File: config.mk
export PLATFORM = sky130hd
export DESIGN_NAME = pwm_bank_flat
export DESIGN_NICKNAME = d
export VERILOG_FILES = /design/src/rtl/pwm_bank_if.sv /design/src/rtl/pwm_bank.sv /design/src/flat_wrapper.sv
export SDC_FILE = /design/constraint.sdc
export NUM_CORES = 1
export LEC_CHECK = 0
export BUFFER_PORTS_ARGS = -buffer_cell sky130_fd_sc_hd__buf_4
export CORE_ASPECT_RATIO = 1.4
export CORE_MARGIN = 1
export CORE_UTILIZATION = 56
export DETAILED_ROUTE_END_ITERATION = 8
export PLACE_DENSITY = 0.74
export SLEW_MARGIN = 20
export SYNTH_ARGS = -nofsm -noshare
export SYNTH_HDL_FRONTEND = slang
export SYNTH_SLANG_ARGS = --single-unit
File: constraint.sdc
create_clock -name clk -period 1.4 [get_ports clk]
set_input_delay 0.14 -clock clk [delete_from_list [all_inputs] [get_ports clk]]
set_output_delay 0.14 -clock clk [all_outputs]
set_load 0.01 [all_outputs]
File: src/rtl/pwm_bank_if.sv
// pwm_bank_if: duty write port plus PWM status outputs for pwm_bank.
// The master side (sequencer or bench) drives the write strobe, channel
// index and duty value, and observes the PWM pins and status flags.
// The slave side is the PWM bank itself.
interface pwm_bank_if #(
    parameter int CHANNELS     = 2,
    parameter int COUNTER_BITS = 4
) ();
    localparam int CH_W = (CHANNELS > 1) ? $clog2(CHANNELS) : 1;

    logic                    wr_en;
    logic [CH_W-1:0]         wr_ch;
    logic [COUNTER_BITS-1:0] wr_duty;
    logic [CHANNELS-1:0]     pwm;
    logic                    period_end;
    logic                    settled;

    modport master (
        output wr_en,
        output wr_ch,
        output wr_duty,
        input  pwm,
        input  period_end,
        input  settled
    );

    modport slave (
        input  wr_en,
        input  wr_ch,
        input  wr_duty,
        output pwm,
        output period_end,
        output settled
    );
endinterface

File: src/rtl/pwm_bank.sv
// pwm_bank: multi-channel PWM generator with a shared free-running counter.
// Each channel compares its active duty against the counter plus a fixed
// per-channel phase offset, so switching edges are spread over the period.
// Duty writes land in shadow registers and are copied into the active set
// only when the counter wraps, keeping every output glitch-free.
//
// Optional feature macro: PWM_BANK_RAMP_EN
//   defined   -> at each wrap, active duty steps by one toward its shadow
//   undefined -> at each wrap, active duty jumps straight to its shadow
module pwm_bank #(
    parameter int CHANNELS     = 2,
    parameter int COUNTER_BITS = 4,
    parameter int PRESCALE     = 1
) (
    input  logic      clk,
    input  logic      rst,
    pwm_bank_if.slave bus
);
    localparam int N      = COUNTER_BITS;
    localparam int CH_W   = (CHANNELS > 1) ? $clog2(CHANNELS) : 1;
    localparam int PRE_W  = (PRESCALE > 1) ? $clog2(PRESCALE) : 1;
    localparam int OFFSET = (1 << N) / CHANNELS;

    localparam logic [PRE_W-1:0] PRE_MAX = PRE_W'(PRESCALE - 1);
    localparam logic [N-1:0]     CNT_MAX = {N{1'b1}};

    // Reject parameter sets that cannot work; more channels than counter
    // steps would collapse the phase offset to zero.
    generate
        if (CHANNELS < 1 || CHANNELS > 16) begin : g_bad_channels
            $error("pwm_bank: CHANNELS must be in 1..16");
        end
        if (COUNTER_BITS < 2 || COUNTER_BITS > 16) begin : g_bad_bits
            $error("pwm_bank: COUNTER_BITS must be in 2..16");
        end
        if (PRESCALE < 1 || PRESCALE > 65535) begin : g_bad_prescale
            $error("pwm_bank: PRESCALE must be in 1..65535");
        end
        if (CHANNELS > (1 << COUNTER_BITS)) begin : g_bad_offset
            $error("pwm_bank: CHANNELS exceeds 2**COUNTER_BITS, phase offset would be 0");
        end
    endgenerate

    // State
    logic [PRE_W-1:0]    pre_q, pre_d;
    logic [N-1:0]        cnt_q, cnt_d;
    logic [N-1:0]        shadow_q [CHANNELS];
    logic [N-1:0]        shadow_d [CHANNELS];
    logic [N-1:0]        active_q [CHANNELS];
    logic [N-1:0]        active_d [CHANNELS];
    logic [CHANNELS-1:0] pwm_q, pwm_d;
    logic                period_end_q, period_end_d;

    // Derived timing strobes
    logic                tick;
    logic                wrap;
    logic [N-1:0]        ph [CHANNELS];
    logic [CHANNELS-1:0] chan_eq;

    assign tick = (pre_q == PRE_MAX);
    assign wrap = tick && (cnt_q == CNT_MAX);

    // Per-channel phased counter view; the addition is modulo 2**N.
    generate
        for (genvar gi = 0; gi < CHANNELS; gi++) begin : g_phase
            localparam logic [N-1:0] PH_OFF = N'(gi * OFFSET);
            assign ph[gi] = cnt_q + PH_OFF;
        end
    endgenerate

    // Prescaler and shared counter advance.
    always_comb begin
        pre_d = pre_q;
        cnt_d = cnt_q;
        if (tick) begin
            pre_d = '0;
            cnt_d = cnt_q + N'(1);
        end else begin
            pre_d = pre_q + PRE_W'(1);
        end
    end

    // Shadow writes; an index outside the channel range matches nothing.
    always_comb begin
        for (int i = 0; i < CHANNELS; i++) begin
            shadow_d[i] = shadow_q[i];
            if (bus.wr_en && (bus.wr_ch == CH_W'(i))) begin
                shadow_d[i] = bus.wr_duty;
            end
        end
    end

    // Active duty update at the period boundary, always from the shadow value
    // held before any write in the same cycle.
    always_comb begin
        for (int i = 0; i < CHANNELS; i++) begin
            active_d[i] = active_q[i];
            if (wrap) begin
`ifdef PWM_BANK_RAMP_EN
                if (active_q[i] < shadow_q[i]) begin
                    active_d[i] = active_q[i] + N'(1);
                end else if (active_q[i] > shadow_q[i]) begin
                    active_d[i] = active_q[i] - N'(1);
                end
`else
                active_d[i] = shadow_q[i];
`endif
            end
        end
    end

    // Duty compare against the phased counter and settle detection.
    always_comb begin
        pwm_d   = '0;
        chan_eq = '0;
        for (int i = 0; i < CHANNELS; i++) begin
            pwm_d[i]   = (active_q[i] > ph[i]);
            chan_eq[i] = (active_q[i] == shadow_q[i]);
        end
    end

    // Period boundary flag appears together with the new active values.
    always_comb begin
        period_end_d = wrap;
    end

    // All state registers, cleared asynchronously.
    always_ff @(posedge clk or posedge rst) begin
        if (rst) begin
            pre_q        <= '0;
            cnt_q        <= '0;
            pwm_q        <= '0;
            period_end_q <= 1'b0;
            for (int i = 0; i < CHANNELS; i++) begin
                shadow_q[i] <= '0;
                active_q[i] <= '0;
            end
        end else begin
            pre_q        <= pre_d;
            cnt_q        <= cnt_d;
            pwm_q        <= pwm_d;
            period_end_q <= period_end_d;
            for (int i = 0; i < CHANNELS; i++) begin
                shadow_q[i] <= shadow_d[i];
                active_q[i] <= active_d[i];
            end
        end
    end

    assign bus.pwm        = pwm_q;
    assign bus.period_end = period_end_q;
    assign bus.settled    = &chan_eq;

endmodule
File: src/flat_wrapper.sv
// flat-port wrapper written by rule: the top's interface ports become plain ports
module pwm_bank_flat 
#(
    parameter int CHANNELS     = 2,
    parameter int COUNTER_BITS = 4,
    parameter int PRESCALE     = 1
)
  (clk, rst, bus_wr_en, bus_wr_ch, bus_wr_duty, bus_pwm, bus_period_end, bus_settled);
  pwm_bank_if #(.CHANNELS(CHANNELS), .COUNTER_BITS(COUNTER_BITS)) bus_i ();
  input  logic clk;
  input  logic rst;
  input wire logic [$bits(bus_i.wr_en)-1:0] bus_wr_en;
  input wire logic [$bits(bus_i.wr_ch)-1:0] bus_wr_ch;
  input wire logic [$bits(bus_i.wr_duty)-1:0] bus_wr_duty;
  output wire logic [$bits(bus_i.pwm)-1:0] bus_pwm;
  output wire logic [$bits(bus_i.period_end)-1:0] bus_period_end;
  output wire logic [$bits(bus_i.settled)-1:0] bus_settled;
  assign bus_i.wr_en = bus_wr_en;
  assign bus_i.wr_ch = bus_wr_ch;
  assign bus_i.wr_duty = bus_wr_duty;
  assign bus_pwm = bus_i.pwm;
  assign bus_period_end = bus_i.period_end;
  assign bus_settled = bus_i.settled;
  pwm_bank #(.CHANNELS(CHANNELS), .COUNTER_BITS(COUNTER_BITS), .PRESCALE(PRESCALE)) u_core (.clk(clk), .rst(rst), .bus(bus_i));
endmodule
After elaboration in Yosys (flattened, before gate mapping)
Cells that the tools add are included.
{ "word_totals": {"regBits": 24, "output_inout_bits": 4, "inputBits": 8, "elab_cells": 23} }
{ "classes": {"add_sub_neg": 3, "reduce_logical": 4, "muxes": 1, "magnitude_cmp": 2, "n_eq_ne": 3, "bitwise": 2} }
{ "op_table": {"columns": ["cell", "count"], "rows": [
  ["== test 4 bit", 2],
  ["greater-than comparator 4 bit", 2],
  ["adder 4 x 1 -> 4 bit, second input constant", 1],
  ["adder 4 bit, second input constant", 1],
  ["== test 4 bit, second input constant", 1],
  ["logical AND 1 bit", 3],
  ["NOT 1 bit", 2],
  ["AND reduction 2 bit", 1],
  ["adder 1 bit, second input constant", 1],
  ["2-to-1 mux 1 bit", 1]
]} }

Logic depth before layout (Yosys ltp)
{ "depth": {"ltp_word": 2, "mapped_depth": 5, "ltp_nobuf": 5} }

Worst setup path before layout
Ideal clock, no wire load.
{ "synth_path": {"path_type": "register -> register", "from": "register u_core.cnt_q[0]", "to": "register u_core.active_q[0] (netlist bit)", "setup_ns": 0.125, "required_time_ns": 1.275, "stages_incl_launch_ff": 4, "n_path_buf": 0, "period_less_slack_ns": 1.248, "arrival_time_ns": 1.124, "setup_slack_ns": 0.152, "path_cell_list": "dfrtp_1 ha_1 nand3_4 mux2_2"} }
{ "synth_via": {"elab_chain_cells": 2} }
{ "synth_rtl": {"columns": ["item", "line_no", "source"], "rows": [
  ["start: declaration", "pwm_bank.sv:46", "logic [N-1:0] cnt_q, cnt_d;"],
  ["start signal: assignment", "pwm_bank.sv:140", "cnt_q <= cnt_d;"],
  ["== test 4 bit", "pwm_bank.sv:61", "assign wrap = tick && (cnt_q == CNT_MAX);"],
  ["logical AND 1 bit", "pwm_bank.sv:61", null],
  ["end signal: indexed assignment", "pwm_bank.sv:145", "active_q[i] <= active_d[i];"],
  ["end: declaration", "pwm_bank.sv:49", "logic [N-1:0] active_q [CHANNELS];"]
]} }
Every way passes these cells.
A chain may end at the register's enable or synchronous reset.

Worst setup path after layout
{ "layout_path": {"from": "register u_core.shadow_q[2] (netlist bit)", "to": "output port bus_settled"} }
{ "layout_via": {"elab_chain_cells": 2} }
{ "layout_rtl": {"columns": ["item", "line_no", "source"], "rows": [
  ["start: declaration", "pwm_bank.sv:47", "logic [N-1:0] shadow_q [CHANNELS];"],
  ["start signal: indexed assignment", "pwm_bank.sv:144", "shadow_q[i] <= shadow_d[i];"],
  ["== test 4 bit", "pwm_bank.sv:118", "chan_eq[i] = (active_q[i] == shadow_q[i]);"],
  ["AND reduction 2 bit", "pwm_bank.sv:152", "assign bus.settled = &chan_eq;"],
  ["end: declaration", "flat_wrapper.sv:17", "output wire logic [$bits(bus_i.settled)-1:0] bus_settled;"]
]} }
Every way passes these cells.

==> flow_summary.ini <==
[power_and_ir_drop]
total_power_mw = 1.47
p_leak_nw = 0.633
peakVddDrop_mv = 0.964
powerDensity_nw_per_um2 = 1100

[synthesis]
synth_top_area_cell = dfrtp_1
synth_common_cells = dfrtp_1 (23), mux2_2 (16), ha_1 (9), xnor2_1 (9), inv_1 (8)
synth_top_area_share_pct = 52.3
syn-num-nets = 102
yosysWarnings = 0
synthArstFlopShare_pct = 100
syn_avg_cell_area_um2 = 13.0
synth_most_common_cell = dfrtp_1
yosysSeqAreaShare_pct = 52.3
synth-edff-count = 0
ys_types = 17
synthCells = 85
synth_area_um2 = 1100
synth_top_flop_cell = dfrtp_1
synthTopCellsByArea = dfrtp_1 (52%), mux2_2 (16%), ha_1 (10%)
synth_seq_cells = 23

[route]
dr.pass1.iters = 2
drc = 0
first_iter_violations = 1
via_count = 714
avgRoutedWirePerCell_um = 14.2
vias_per_cell = 5.37
postRouteAntennaNets = 0
drt_wl_total_mm = 1.89

[finish]
multi_input_area_um2 = 495
seqCellArea_um2 = 576
drive_above_1_share_pct = 38.9
fin_nets = 131
syn_to_final_growth_pct = 21.4
diodes = 0
final_area_um2 = 1340
fillers = 126
fin_cells = 133

[clocking]
cts_root_buf = clkbuf_4
cts_tree = yes
clk_pin_slew_ns = 0.14
htreeDepth = 1
numClockSinks = 23
insertion_delay_ns = 0.31
cts-buffers-inserted = 3
clockBufferDepth = 2

[timing]
worst-slew-pin-transition_ns = 0.292
drv_slew = 0
final.min_clock_period_ns = 1.40
setup_viol = 1
final.setup.tns_ns = -0.00159
final.setup.worst_slack_ns = -0.00159
rsz0062_at_grt = true
hold_viol_final = 0
fin_crit_sh_pct = 100
max_slew_margin_pct = 80.5
finalClockSkew_ns = 0.0150
timing.fmax_mhz = 713

[grt]
grt_pass1_vias = 703
grt_pass1_wl_mm = 3.09
grt_overflow = 0
antenna_found_initial = 0
grt_max_degree = 24
track_usage_pct = 22.3

[placed_design]
io_buffers = 11
post-place-ws_ns = 0.119
gp_congestion = 0.736
post_dp_cell_area_um2 = 1230
dp_cells = 119

[floorplan]
pin_count = 12
die_w_um = 39.5
core_area_um2 = 1800
die_y_um = 54.5
die_area_um2 = 2150
initial_utilization_pct = 61.1
num_rows = 18

[worst_setup_path]
cp_max_fo = 2
r2r_setup_slack_ns = 0.07
crit_required_ns = 1.26
cp-start-kind = flop
cp-end-kind = primary output
critical_path_class = flop to primary output
worstPathArrival_ns = 1.26

[run_status]
status = finished with violations
failed_checks = negative setup slack

[flow_run]
maxCapViolations = 0

[worst_hold_path]
hold_path_class = input port to flop
## metrics by stage
stage / hold WS, ns / utilization, %
after CTS: 0.0535 / 73.8
after floorplan: 0.142 / -
after global routing: 0.0364 / 74.2
after global placement: 0.197 / 68.3
final: 0.0556 / 74.2
after detailed placement: 0.213 / 68.3
## worst paths after layout
kind / startpoint / endpoint / cells after the start
max: u_core.shadow_q[2] / bus_settled / 4
min: bus_wr_duty[2] / u_core.shadow_q[6] / 2
max reg2reg: u_core.active_q[2] / u_core.bus.pwm[1] / 5
min reg2reg: u_core.cnt_q[0] / u_core.cnt_q[1] / 1
max in group asynchronous: rst / u_core.active_q[0] / 4
min in group asynchronous: rst / u_core.cnt_q[2] / 4
## critical path, cell delays in order, from the launching register on
cell and delay, ns:
dfrtp_1 0.44, xnor2_1 0.15, nand4_1 0.13, nor2_1 0.11, buf_4 0.12
## where the power goes
group          internal (mW)  switching [mW]
Clock                  0.107           0.200
Sequential             0.746          0.0666
Combinational          0.218           0.135
## cells in the final DEF (no fill, tap or decap)
cell type      synthesis  routed
a21oi_1                2       2
dlygate4sd3_1          0       1
mux2_2                16      16
ha_1                   9       9
xnor2_1                9       9
nand3_1                1       1
dfrtp_1               23      23
nor2_1                 3       3
clkbuf_4               0       3
and2b_1                1       1
inv_1                  8       8
o21ai_1                0       1
nand2_1                1       1
xor2_1                 1       1
o21ai_0                3       2
nand2b_1               1       1
clkinv_2               0       1
o21a_1                 1       1
nor2b_1                1       1
nand3_4                1       1
buf_4                  0      23
nand4_1                4       4
## flip-flops by register name, summed over array words and instances, names as in the netlist
signal                 flops
u_core.cnt_q               4
u_core.active_q            8
u_core.bus.period_end      1
u_core.bus.pwm             2
u_core.shadow_q            8
## repair_timing
item | CTS | global route
hold buffers | 1 | 0
pin swaps | 3 | 1
buffers inserted | 8 | 1
gates resized for setup | 0 | 1
setup endpoints to repair | 1 | 2
hold endpoints to repair | 23 | 0
## per-layer routing
metal | part of all wire [%] | vias up | GRT usage (%)
li1 | - | 348 | -
met1 | 42 | 354 | 26.0
met2 | 55 | 10 | 37.2
met3 | 1.9 | 2 | 3.66
met4 | 1.4 | 0 | 13.8
met5 | 0 | - | 0
## final cells by class
type	count	share of cell area, %
Sequential cell	23	43.1
Multi-Input combinational cell	54	37.1
Timing Repair Buffer	24	13.7
Inverter	8	2.25
Tap cell	20	1.87
Clock buffer	3	1.69
Clock inverter	1	0.375
## cell families after synthesis
| logic type | after synthesis | synth area share [%] |
|---|---|---|
| adders and majority gates | 9 | 10.2 |
| DFF | 23 | 52.3 |
| xor gates and xnor gates | 10 | 7.96 |
| buffers and inverters | 8 | 2.73 |
| and+or+nand+nor | 13 | 7.50 |
| AOI/OAI and AO/OA | 6 | 2.95 |
| muxes | 16 | 16.4 |
(Power assumes the default switching activity.)
